$ cat config.mk
export PLATFORM = sky130hd
export DESIGN_NAME = cory_s2s_arb
export DESIGN_NICKNAME = d
export VERILOG_FILES = /design/src/rtl/cory_s2s_arb_pkg.sv /design/src/rtl/cory_rr_pick.sv /design/src/rtl/cory_s2s_arb.sv
export SDC_FILE = /design/constraint.sdc
export NUM_CORES = 1
export LEC_CHECK = 0
export ABC_CLOCK_PERIOD_IN_PS = 5750
export CELL_PAD_IN_SITES_DETAIL_PLACEMENT = 0
export CELL_PAD_IN_SITES_GLOBAL_PLACEMENT = 1
export CORE_ASPECT_RATIO = 0.9
export CORE_MARGIN = 2
export CORE_UTILIZATION = 18
export CTS_CLUSTER_SIZE = 24
export DETAILED_ROUTE_END_ITERATION = 8
export GPL_ROUTABILITY_DRIVEN = 0
export PLACE_DENSITY = 0.93
export SLEW_MARGIN = 5
export SYNTH_ARGS = -nofsm -noshare
export SYNTH_HDL_FRONTEND = slang
export SYNTH_SLANG_ARGS = --single-unit
export TNS_END_PERCENT = 100
$ cat constraint.sdc
create_clock -name clk -period 5.75 [get_ports clk]
set_input_delay 1.15 -clock clk [delete_from_list [all_inputs] [get_ports clk]]
set_output_delay 1.15 -clock clk [all_outputs]
set_load 0.01 [all_outputs]
$ cat src/rtl/cory_s2s_arb_pkg.sv
// Shared types and helpers for the cory stream arbiters.
package cory_s2s_arb_pkg;

  typedef enum logic {
    ARB_IDLE = 1'b0,
    ARB_LOCK = 1'b1
  } arb_state_e;

  // ceil(log2(n)), never below 1 so a 2-way arbiter still gets a 1-bit id
  function automatic int f_log2(input int n);
    int r;
    r = 1;
    while ((1 << r) < n) r++;
    return r;
  endfunction

endpackage

$ cat src/rtl/cory_rr_pick.sv
// Rotating priority encoder: first asserted req at or after (ptr+1) mod K.
module cory_rr_pick
  import cory_s2s_arb_pkg::*;
#(
  parameter  int K = 4,
  localparam int W = f_log2(K)
) (
  input  logic [K-1:0] req,
  input  logic [W-1:0] ptr,
  output logic         any,
  output logic [W-1:0] idx
);

  always_comb begin
    logic [W-1:0] c;
    any = 1'b0;
    idx = '0;
    c   = ptr;
    // walk K candidates with an explicit wrap so indices >= K never appear
    for (int i = 0; i < K; i++) begin
      c = (c == W'(K - 1)) ? '0 : c + W'(1);
      if (!any && req[c]) begin
        any = 1'b1;
        idx = c;
      end
    end
  end

endmodule

$ cat src/rtl/cory_s2s_arb.sv
// Round-robin packet arbiter: K valid/ready masters share one converter input,
// grant held from first offer until the winner's last beat is accepted.
module cory_s2s_arb
  import cory_s2s_arb_pkg::*;
#(
  parameter  int K = 4,
  parameter  int A = 64,
  localparam int W = f_log2(K)
) (
  input  logic           clk,
  input  logic           reset_n,
  input  logic [K-1:0]   i_v,
  input  logic [K*A-1:0] i_d,
  input  logic [K-1:0]   i_l,
  output logic [K-1:0]   o_r,
  output logic           o_v,
  output logic [A-1:0]   o_d,
  output logic           o_l,
  output logic [W-1:0]   o_id,
  input  logic           i_r
);

  arb_state_e          state, state_nxt;
  logic [W-1:0]        r_gnt, r_ptr, pick_idx, gnt;
  logic                pick_any, gnt_v, gnt_l, fire_last, lock_en;
  logic [K-1:0][A-1:0] d_arr;

  assign d_arr = i_d;

  cory_rr_pick #(.K(K)) u_pick (
    .req (i_v),
    .ptr (r_ptr),
    .any (pick_any),
    .idx (pick_idx)
  );

  // IDLE arbitrates combinationally, so back-to-back packets have no bubble
  assign gnt       = (state == ARB_IDLE) ? pick_idx : r_gnt;
  assign gnt_v     = (state == ARB_IDLE) ? pick_any : i_v[gnt];
  assign gnt_l     = i_l[gnt];
  assign fire_last = gnt_v & i_r & gnt_l;
  // lock on offer, not accept, so o_d stays stable under back-pressure
  assign lock_en   = (state == ARB_IDLE) & pick_any & ~fire_last;

  always_ff @(posedge clk or negedge reset_n) begin
    if (!reset_n) state <= ARB_IDLE;
    else          state <= state_nxt;
  end

  always_comb begin
    state_nxt = state;
    case (state)
      ARB_IDLE: if (lock_en)   state_nxt = ARB_LOCK;
      ARB_LOCK: if (fire_last) state_nxt = ARB_IDLE;
      default:                 state_nxt = ARB_IDLE;
    endcase
  end

  always_ff @(posedge clk or negedge reset_n) begin
    if (!reset_n) begin
      r_gnt <= '0;
      r_ptr <= W'(K - 1);
    end else begin
      if (lock_en)   r_gnt <= pick_idx;
      if (fire_last) r_ptr <= gnt;
    end
  end

  // outputs forced quiet while reset is low, independent of the clock
  always_comb begin
    o_v  = 1'b0;
    o_d  = '0;
    o_l  = 1'b0;
    o_id = '0;
    o_r  = '0;
    if (reset_n) begin
      o_v      = gnt_v;
      o_d      = d_arr[gnt];
      o_l      = gnt_l;
      o_id     = gnt;
      o_r[gnt] = i_r;
    end
  end

endmodule

==> results of run 1 <==
==> power by group <==
part / leakage, nW / switching [mW] / internal, mW
clock: 0.0382 / 0.0251 / 0.0921
combinational: 3.00 / 1.28 / 1.37
sequential: 0.0520 / 0.0271 / 0.0581
==> cell type report <==
| class | instances | area [um^2] | area share (%) |
|---|---|---|---|
| Timing Repair Buffer | 345 | 3456 | 53.12 |
| Tap cell | 207 | 259.0 | 3.981 |
| Sequential cell | 5 | 127.6 | 1.962 |
| Inverter | 4 | 15.01 | 0.2308 |
| Multi-Input combinational cell | 373 | 2570 | 39.50 |
| Clock buffer | 4 | 78.83 | 1.212 |
==> placed cells by master (no fill, tap or decap), types with 2 or more instances in the layout <==
master / n
mux2i_1: 130
buf_4: 5
o21ai_0: 4
dfstp_2: 2
clkbuf_16: 3
nor2_1: 2
buf_12: 2
a221o_1: 3
and3_1: 64
nand3_1: 3
nand2_1: 133
nor3_1: 5
inv_1: 4
dfrtp_1: 3
and2_1: 7
clkdlybuf4s50_1: 337
==> how the worst min path moves through the flow <==
stage	cells past startpoint	to	from	slack, ns
6_report	2	r_ptr[1]	r_ptr[1]	0.52
5_1_grt	2	r_ptr[1]	r_ptr[1]	0.59
4_1_cts	2	r_ptr[1]	r_ptr[1]	0.52
3_5_place_dp	2	r_ptr[1]	r_ptr[1]	0.52
3_3_place_gp	2	r_ptr[1]	r_ptr[1]	0.50
2_1_floorplan	2	r_ptr[1]	r_ptr[1]	0.48
==> through the flow <==
stage               worst slack, ns  instance area (um^2)  hold WS [ns]  std cells
global placement             0.6834                  6427        0.4991        934
global route                 0.5205                  6506        0.5878        938
CTS                          0.6283                  6506        0.5195        938
finish                       0.6022                  6506        0.5201        938
floorplan                     1.936                  2934        0.4790        420
detailed placement           0.6451                  6427        0.5210        934
==> state kept, by name, indices dropped and copies added, names as in the netlist <==
signal  count
r_gnt       2
r_ptr       2
state       1
==> critical path, stage by stage <==
cell and delay [ns]:
clkdlybuf4s50_1 0.58, inv_1 0.07, o311a_1 0.43, o21ai_4 0.22
buf_12 0.37, mux2i_1 0.36, nand2_1 0.08, and3_1 0.17
clkdlybuf4s50_1 0.47
==> per-layer routing <==
layer  vias up  part of all wire (%)  global-route usage (%)
met1      1848                    43                   20.35
li1       2096                     -                       -
met5         -                     0                       0
met4         0                   1.0                   2.161
met2       194                    47                   27.14
met3        15                   8.2                   3.638
==> cell families (layout without fill, tap and decap cells) <==
family	Yosys count	count (layout)	share of synthesized area, %
simple gates	220	220	35.31
mux	134	134	46.35
buf+inv	42	353	8.870
compound gates	18	18	4.691
flops	5	5	4.350
fa+ha+maj	1	1	0.4264
==> summary.md, run 1 <==
| Metric | Value |
|---|---|
| Total chip power | `2.858 mW` |
| Most used flip-flop cell after synthesis | `dfrtp_1` |
| Pre-antenna DRT Iters | `4` |
| Least-Margin Pin Slew | `0.5755 ns` |
| Setup repair after global routing missed its margin | `false` |
| Outcome | `complete, no violations` |
| Final cycle utilization of the critical path | `between 80% and 90%` |
| Area growth from synthesis to layout | `121.7%` |
| Post_cts resized | `0` |
| Antenna diode instance count | `0` |
| Clock root buffer | `clkbuf_16` |
| Routed Antenna Nets | `0` |
| Hold_buf cts | `0` |
| Number of post-CTS setup repair buffers | `0` |
| Post-layout util | `40.61%` |
| Post-Route Setup TNS | `0 ns` |
| Share of cells above drive strength 1 | `3.010%` |
| Number of enable-type register cells in the synthesized netlist | `0` |
| Worst setup path endpoint | `o_d[25]` |
| Total congestion overflow after global routing | `0` |
| Synth area leader | `mux2i_1` |
| Slew margin rel. | `61.64%` |
| Number of primary I/O pins | `339` |
| Warnings, synthesis | `0` |
| Clock Tree Buf Depth | `2` |
| Cell Pwr Density | `between 400 and 500 nW/um^2` |
| Maximum net fanout on the critical path | `66` |
| Clock sink count | `5` |
| Cell types with the largest area share after synthesis | `mux2i_1 44%, nand2_1 17%, and3_1 14%` |
| Arrival time worst endpoint | `approximately 4.0 ns` |
| Clock latency on the worst-skew pair | `0.23 ns` |
| Total setup violations reported at the end of the flow | `0` |
| Req. time, crit path | `4.60 ns` |
| Level count of the clock H-tree | `1` |
| Worst reg2reg path startpoint | `r_ptr[0]` |
| TritonCTS clock tree | `built` |
| Maximum clock frequency | `194.3 MHz` |
| Fin nets | `1000` |
| Die H | `125.1 um` |
| Global-route wire length before repair | `22600 um` |
| Initial drt markers | `163` |
| Max_cap viols | `0` |
| Startpoint class of the critical path | `input port` |
| Gr usage total | `15.67%` |
| Yosys cell types | `39` |
| Share of synthesized area occupied by flip-flops and latches | `4.350%` |
| Vias | `4153` |
| Number of antenna violations at the first check in global routing | `0` |
| Count of buffers from port buffering | `approximately 340` |
| Post-DP HPWL | `11510 um` |
| Syn_area_per_cell | `between 6 and 7 um^2` |
| Number of buffers added by the clock tree synthesis step | `3` |
| Largest net degree at the start of global routing | `69` |
| Gate Count Post-Synth | `420` |
| Standard-cell rows | `44` |
| HP Class | `reg -> reg` |
| Critical path class | `in -> out` |
| Die area | `17340 um^2` |
| # DRC | `0` |
| Synthesized cell area | `approximately 2900 um^2` |
| Maximum ir drop on the vdd rail | `about 0.43 mV` |
| Number of cell instances on the worst register-to-register path | `8` |
| Post-Syn Nets | `688` |
| Proportion of netlist area held by the largest area contributor | `44.35%` |
| Commonest cells post-synth | `133 x nand2_1, 130 x mux2i_1, 64 x and3_1, 13 x clkbuf_1, 9 x buf_6` |
| Width of the chip | `between 100 and 150 um` |
| Fill cell total of the finished layout | `1663` |
| Leakage power summed over all cells | `3.090 nW` |
| Effective utilization at floorplan | `approximately 18%` |
| Startpoint of the most critical setup path | `i_v[2]` |
| WL per Instance | `15.24 um` |
| Async SR Flop Fraction | `100.0%` |
| Leading cell type by number of instances after synthesis | `nand2_1` |
| Capturing element type of the critical path | `output port` |
| Via-to-Cell Ratio | `4.428` |
| WL final | `14300 um` |
| Number of global-route vias before repair | `between 4000 and 5000` |
| Count of pins over their slew limit | `0` |
| Final Hold Vio Count | `0` |
| Endpoint of the lowest-slack register-to-register path | `r_gnt[0]` |
| Time the worst path needs with I/O delays and setup | `around 5.1 ns` |
| Clock skew after layout | `0.0003192 ns` |
| Area of the core region | `around 16000 um^2` |
| Clock-pin slew reported for the worst setup and hold paths after clock tree synthesis | `0.03 ns` |
| R2R Setup Slk | `3.04 ns` |
| Seq cells post-synth | `5` |
(Power assumes the default switching activity.)
==> run 2, diff against run 1 <==
- CORE_AREA: unset -> 2 2 133 135
- CORE_ASPECT_RATIO: 0.9 -> unset
- CORE_MARGIN: 2 -> unset
- CORE_UTILIZATION: 18 -> unset
- DIE_AREA: unset -> 0 0 135 137
- DONT_BUFFER_PORTS: unset -> 1
- PLACE_DENSITY: 0.93 -> 0.48
- SLEW_MARGIN: 5 -> 20
==> summary.md, run 2 (synthesis gave the netlist of run 1 again) <==
| Metric | Value |
|---|---|
| Cell Pwr Density | `691.5 nW/um^2` |
| Largest net degree at the start of global routing | `75` |
| Startpoint of the most critical setup path | `i_v[0]` |
| Delay of the slowest cell on the worst path | `0.76 ns` |
| Arrival time worst endpoint | `3.34 ns` |
| Final cycle utilization of the critical path | `78.11%` |
| Maximum clock frequency | `222.7 MHz` |
| Via-to-Cell Ratio | `4.812` |
| Outcome | `complete, no violations` |
| HP Class | `reg -> reg` |
| Maximum ir drop on the vdd rail | `0.3601 mV` |
| Critical path class | `in -> out` |
| Number of cell instances on the worst register-to-register path | `8` |
| Least-Margin Pin Slew | `1.023 ns` |
| Hold slack | `0.5113 ns` |
| R2R Setup Slk | `2.62 ns` |
| Clock latency on the worst-skew pair | `0.22 ns` |
| Max_cap viols | `0` |
| Number of buffers added by the clock tree synthesis step | `3` |
| Pre-antenna DRT Iters | `4` |
| Req. time, crit path | `4.60 ns` |
| Endpoint of the lowest-slack register-to-register path | `r_ptr[0]` |
| Number of antenna violations at the first check in global routing | `2` |
| Fin nets | `660` |
| Area of the core region | `17060 um^2` |
| Largest registers ranked by flip-flop count | `r_gnt x2, r_ptr x2, state x1` |
| # DRC | `0` |
| Library cell contributing the largest single delay on the critical path | `buf_4` |
| Vias | `between 2000 and 3000` |
| Global-route wire length before repair | `approximately 15000 um` |
| Most frequent cells in the layout | `133 x nand2_1, 130 x mux2i_1, 64 x and3_1, 7 x and2_1, 5 x nor3_1` |
| FF/Latch Area | `roughly 130 um^2` |
| Post-Route Setup TNS | `0 ns` |
| Total setup violations reported at the end of the flow | `0` |
| Setup repair after global routing missed its margin | `false` |
| Level count of the clock H-tree | `1` |
| Clock-pin slew reported for the worst setup and hold paths after clock tree synthesis | `0.03 ns` |
| Share of cells above drive strength 1 | `under 10%` |
| Number of post-CTS setup repair buffers | `0` |
| Hold_buf cts | `0` |
| Width of the chip | `roughly 140 um` |
| Count of pins over their slew limit | `0` |
| Effective utilization at floorplan | `between 10% and 20%` |
| Footprint of the multi-input gates | `2570 um^2` |
| Post-DP HPWL | `9201 um` |
| Number of primary I/O pins | `approximately 340` |
| Gr usage total | `9.948%` |
| Startpoint class of the critical path | `input port` |
| Maximum net fanout on the critical path | `64` |
| Initial drt markers | `between 90 and 100` |
| Time the worst path needs with I/O delays and setup | `4.491 ns` |
| Leakage power summed over all cells | `1.770 nW` |
| Post_cts resized | `0` |
| Die area | `approximately 18000 um^2` |
| WL per Instance | `17.85 um` |
| Final Hold Vio Count | `0` |
| Clock skew after layout | `0.0009750 ns` |
| Clock root buffer | `clkbuf_16` |
| Fill cell total of the finished layout | `1954` |
| Routed Antenna Nets | `0` |
| TritonCTS clock tree | `built` |
| Capturing element type of the critical path | `output port` |
| Series of cell instances along the critical path | `nor2b_1 > a221o_1 > o21ai_4 > buf_4 > mux2i_1 > nand2_1 > and3_1` |
| Standard-cell rows | `48` |
| Number of global-route vias before repair | `between 2000 and 3000` |
| Clock sink count | `5` |
| Area growth from synthesis to layout | `6.610%` |
| Count of buffers from port buffering | `0` |
| Die H | `137 um` |
| Total congestion overflow after global routing | `0` |
| Worst reg2reg path startpoint | `r_ptr[0]` |
| Worst setup path endpoint | `o_d[35]` |
| Slew margin rel. | `31.81%` |
| WL final | `11030 um` |
| Most common cell after layout, fill and taps aside | `nand2_1` |
| Clock Tree Buf Depth | `2` |
[run 2: cell types whose count changed in the layout (fill, tap and decap cells not counted), sizes merged]
| cell | change |
|---|---|
| clkdlybuf4s50 | -337 |
| buf | -3 |
| diode | +2 |
[run 2: how the worst min path moves through the flow]
stage,startpoint,endpoint,depth (start not counted)
2_1_floorplan,r_ptr[1],r_ptr[1],2
3_3_place_gp,r_ptr[1],r_ptr[1],2
3_5_place_dp,r_ptr[1],r_ptr[1],2
4_1_cts,r_ptr[1],r_ptr[1],2
5_1_grt,r_ptr[1],r_ptr[1],2
6_report,r_ptr[1],r_ptr[1],2
[run 2: final cells by class]
class	count	share of cell area (%)
Antenna cell	2	0.1600
Inverter	4	0.4800
Clock buffer	4	2.520
Timing Repair Buffer	5	1.600
Sequential cell	5	4.080
Multi-Input combinational cell	373	82.16
Tap cell	225	9.000
[run 2: layer usage]
metal / vias up / share of wire [%] / routed length, um / track usage [%]
met5: - / 0 / 0 / 0
met4: 0 / 2.6 / 291 / 3.009
met3: 14 / 6.3 / 690 / 0.7407
met2: 186 / 51 / 5648 / 18.42
met1: 1353 / 40 / 4402 / 12.26
li1: 1421 / - / - / -
[run 2: stage by stage]
step	util, %	cells	cell area (um^2)	power [mW]	worst slack, ns
finish	18.34	618	3128	2.163	1.259
detailed placement	17.85	612	3044	2.068	1.284
global placement	17.85	612	3044	2.031	1.316
floorplan	-	420	2934	1.851	1.936
CTS	18.31	616	3123	2.184	1.262
global route	18.34	618	3128	2.367	1.105
[run 2: critical path, delay by kind of cell]
kind / cells / cell delay, ns
buffers and inverters: 1 / 0.76
and+or+nand+nor: 3 / 0.44
muxes: 1 / 0.28
AOI/OAI and AO/OA: 2 / 0.60
[run 2: report_power, final]
| group | switching [mW] | internal (mW) | total, mW |
|---|---|---|---|
| clock | 0.0203 | 0.0917 | 0.112 |
| sequential | 0.0276 | 0.0581 | 0.0857 |
| combinational | 1.16 | 0.805 | 1.97 |
==> run 3, diff against run 2 <==
- ABC_CLOCK_PERIOD_IN_PS: 5750 -> 4400
- clock period: 5.75 -> 4.4 ns (I/O delays scaled with it)
==> summary.md, run 3 (synthesis gave the netlist of run 1 again) <==
| Metric | Value |
|---|---|
| Setup slack of the critical path after layout | `0.5785 ns` |
| Max_cap viols | `0` |
| Via-to-Cell Ratio | `4.760` |
| Switching part of the total power | `55.73%` |
| Req. time, crit path | `3.52 ns` |
| Sw Pwr | `1.582 mW` |
| Hold_buf cts | `0` |
| Inst Count DP | `613` |
| Count of buffers from port buffering | `0` |
| Gate power share | `90.8%` |
| Clock-pin slew reported for the worst setup and hold paths after clock tree synthesis | `0.03 ns` |
| Clock latency on the worst-skew pair | `0.23 ns` |
| Die area | `18500 um^2` |
| Arrival time worst endpoint | `between 2 and 3 ns` |
| Post-Route Setup TNS | `0 ns` |
| Capturing element type of the critical path | `output port` |
| Final Non-Filler Cells | `between 600 and 700` |
| Post-layout util | `18.43%` |
| Clock network power share | `under 10%` |
| Count of pins over their slew limit | `0` |
| Sequential power share | `4.0%` |
| Number of buffers added by the clock tree synthesis step | `3` |
| Width of the chip | `135 um` |
| Clock Tree Buf Depth | `2` |
| Level count of the clock H-tree | `1` |
| Time the worst path needs with I/O delays and setup | `3.821 ns` |
| Standard-cell rows | `48` |
| TritonCTS clock tree | `built` |
| Area of placed instances | `between 3000 and 4000 um^2` |
| Share of cells above drive strength 1 | `5.102%` |
| # DRC | `0` |
| Total chip power | `2.839 mW` |
| Maximum ir drop on the vdd rail | `0.5700 mV` |
| Cell Pwr Density | `903.3 nW/um^2` |
| Critical path class | `reg -> out` |
| Maximum net fanout on the critical path | `between 60 and 70` |
| Die H | `~140 um` |
| Most common cell after layout, fill and taps aside | `nand2_1` |
| Post-DP HPWL | `between 9000 and 10000 um` |
| Post-place setup slack | `just under 0.8 ns` |
| Effective utilization at floorplan | `17.20%` |
| Most frequent cells in the layout | `133 x nand2_1, 130 x mux2i_1, 64 x and3_1, 7 x and2_1, 5 x nor3_1` |
| Delay of the slowest cell on the worst path | `around 0.55 ns` |
| WL per Instance | `17.53 um` |
| Antenna diode instance count | `0` |
| Hold slack | `0.3530 ns` |
| Vias | `2937` |
| WL final | `10820 um` |
| Number of antenna violations at the first check in global routing | `0` |
| Setup repair after global routing missed its margin | `false` |
| Cell class contributing the biggest share of worst-path delay | `compound AO/OA/AOI/OAI gates` |
| Least-Margin Pin Slew | `0.4733 ns` |
| Final design area excluding fillers | `3143 um^2` |
| Area growth from synthesis to layout | `7.121%` |
| Clock skew after layout | `between 0.003 and 0.004 ns` |
| Final cycle utilization of the critical path | `86.85%` |
| Pre-antenna DRT Iters | `4` |
| Startpoint class of the critical path | `register` |
| Leakage power summed over all cells | `1.780 nW` |
| Buf/Inv on CP | `1` |
| Global-route wire length before repair | `14310 um` |
| Post_cts resized | `0` |
| HP Class | `in -> async` |
| Slew margin rel. | `68.45%` |
| Routed Antenna Nets | `0` |
| Outcome | `complete, no violations` |
| Fin nets | `approximately 660` |
| Largest net degree at the start of global routing | `75` |
| Area of the core region | `~17000 um^2` |
| Number of global-route vias before repair | `2663` |
| Maximum clock frequency | `261.7 MHz` |
| Number of post-CTS setup repair buffers | `0` |
| Total setup violations reported at the end of the flow | `0` |
| Gr usage total | `9.690%` |
| Initial drt markers | `95` |
| Clock sink count | `5` |
| Series of cell instances along the critical path | `ha_1 > and2_1 > o311a_1 > o21ai_4 > buf_12 > mux2i_1 > nand2_1 > and3_1` |
| Clock root buffer | `clkbuf_16` |
| Final Hold Vio Count | `0` |
| P_int | `1.257 mW` |
| Number of primary I/O pins | `339` |
| Total congestion overflow after global routing | `0` |
| Library cell contributing the largest single delay on the critical path | `dfstp_2` |
| Largest registers ranked by flip-flop count | `r_gnt x2, r_ptr x2, state x1` |
run 3: cell count changes in the layout (fill, tap and decap cells not counted):
cell | before | now
buf_12 | 1 | 2
diode_2 | 2 | 0
run 3: cell type report:
cell class	count	area [um^2]
tap	225	281.5
multi-input combinational	373	2570
clock buffer	4	78.83
inverter	4	15.01
fill	1902	13910
timing repair buffer	6	70.07
sequential	5	127.6
run 3: final timing paths:
path	startpoint	endpoint	slack [ns]	cells past startpoint
hold / removal	reset_n	state	0.35	0
hold reg to reg	r_ptr[1]	r_ptr[1]	0.53	2
min in group clk	r_ptr[1]	r_ptr[1]	0.53	2
max in group asynchronous	reset_n	r_ptr[0]	3.88	0
setup / recovery	r_ptr[0]	o_d[25]	0.58	8
setup reg to reg	r_ptr[0]	r_gnt[0]	1.66	7
run 3: metal layers:
| metal | vias up | track usage (%) | part of all wire (%) |
|---|---|---|---|
| met5 | - | 0 | 0 |
| met4 | 0 | 0.9259 | 0.31 |
| met3 | 4 | 1.963 | 8.5 |
| met2 | 194 | 19.15 | 53 |
| met1 | 1326 | 11.01 | 38 |
| li1 | 1413 | - | - |
run 3: power by group through the flow:
stage	clock (mW)	sequential, mW	combinational [mW]
5_1_grt	0.155	0.116	2.82
3_3_place_gp	0	0.113	2.55
6_report	0.149	0.113	2.58
4_1_cts	0.152	0.113	2.59
2_1_floorplan	0	0.0971	2.32
3_5_place_dp	0	0.113	2.59
run 3: worst register-to-register path, cell delays in order, from the launching register on:
cell and delay [ns]:
dfstp_2 0.55, ha_1 0.28, and2_1 0.17, a211oi_1 0.37, a32o_2 0.32, mux2i_1 0.40
mux2i_1 0.20, a221o_1 0.32
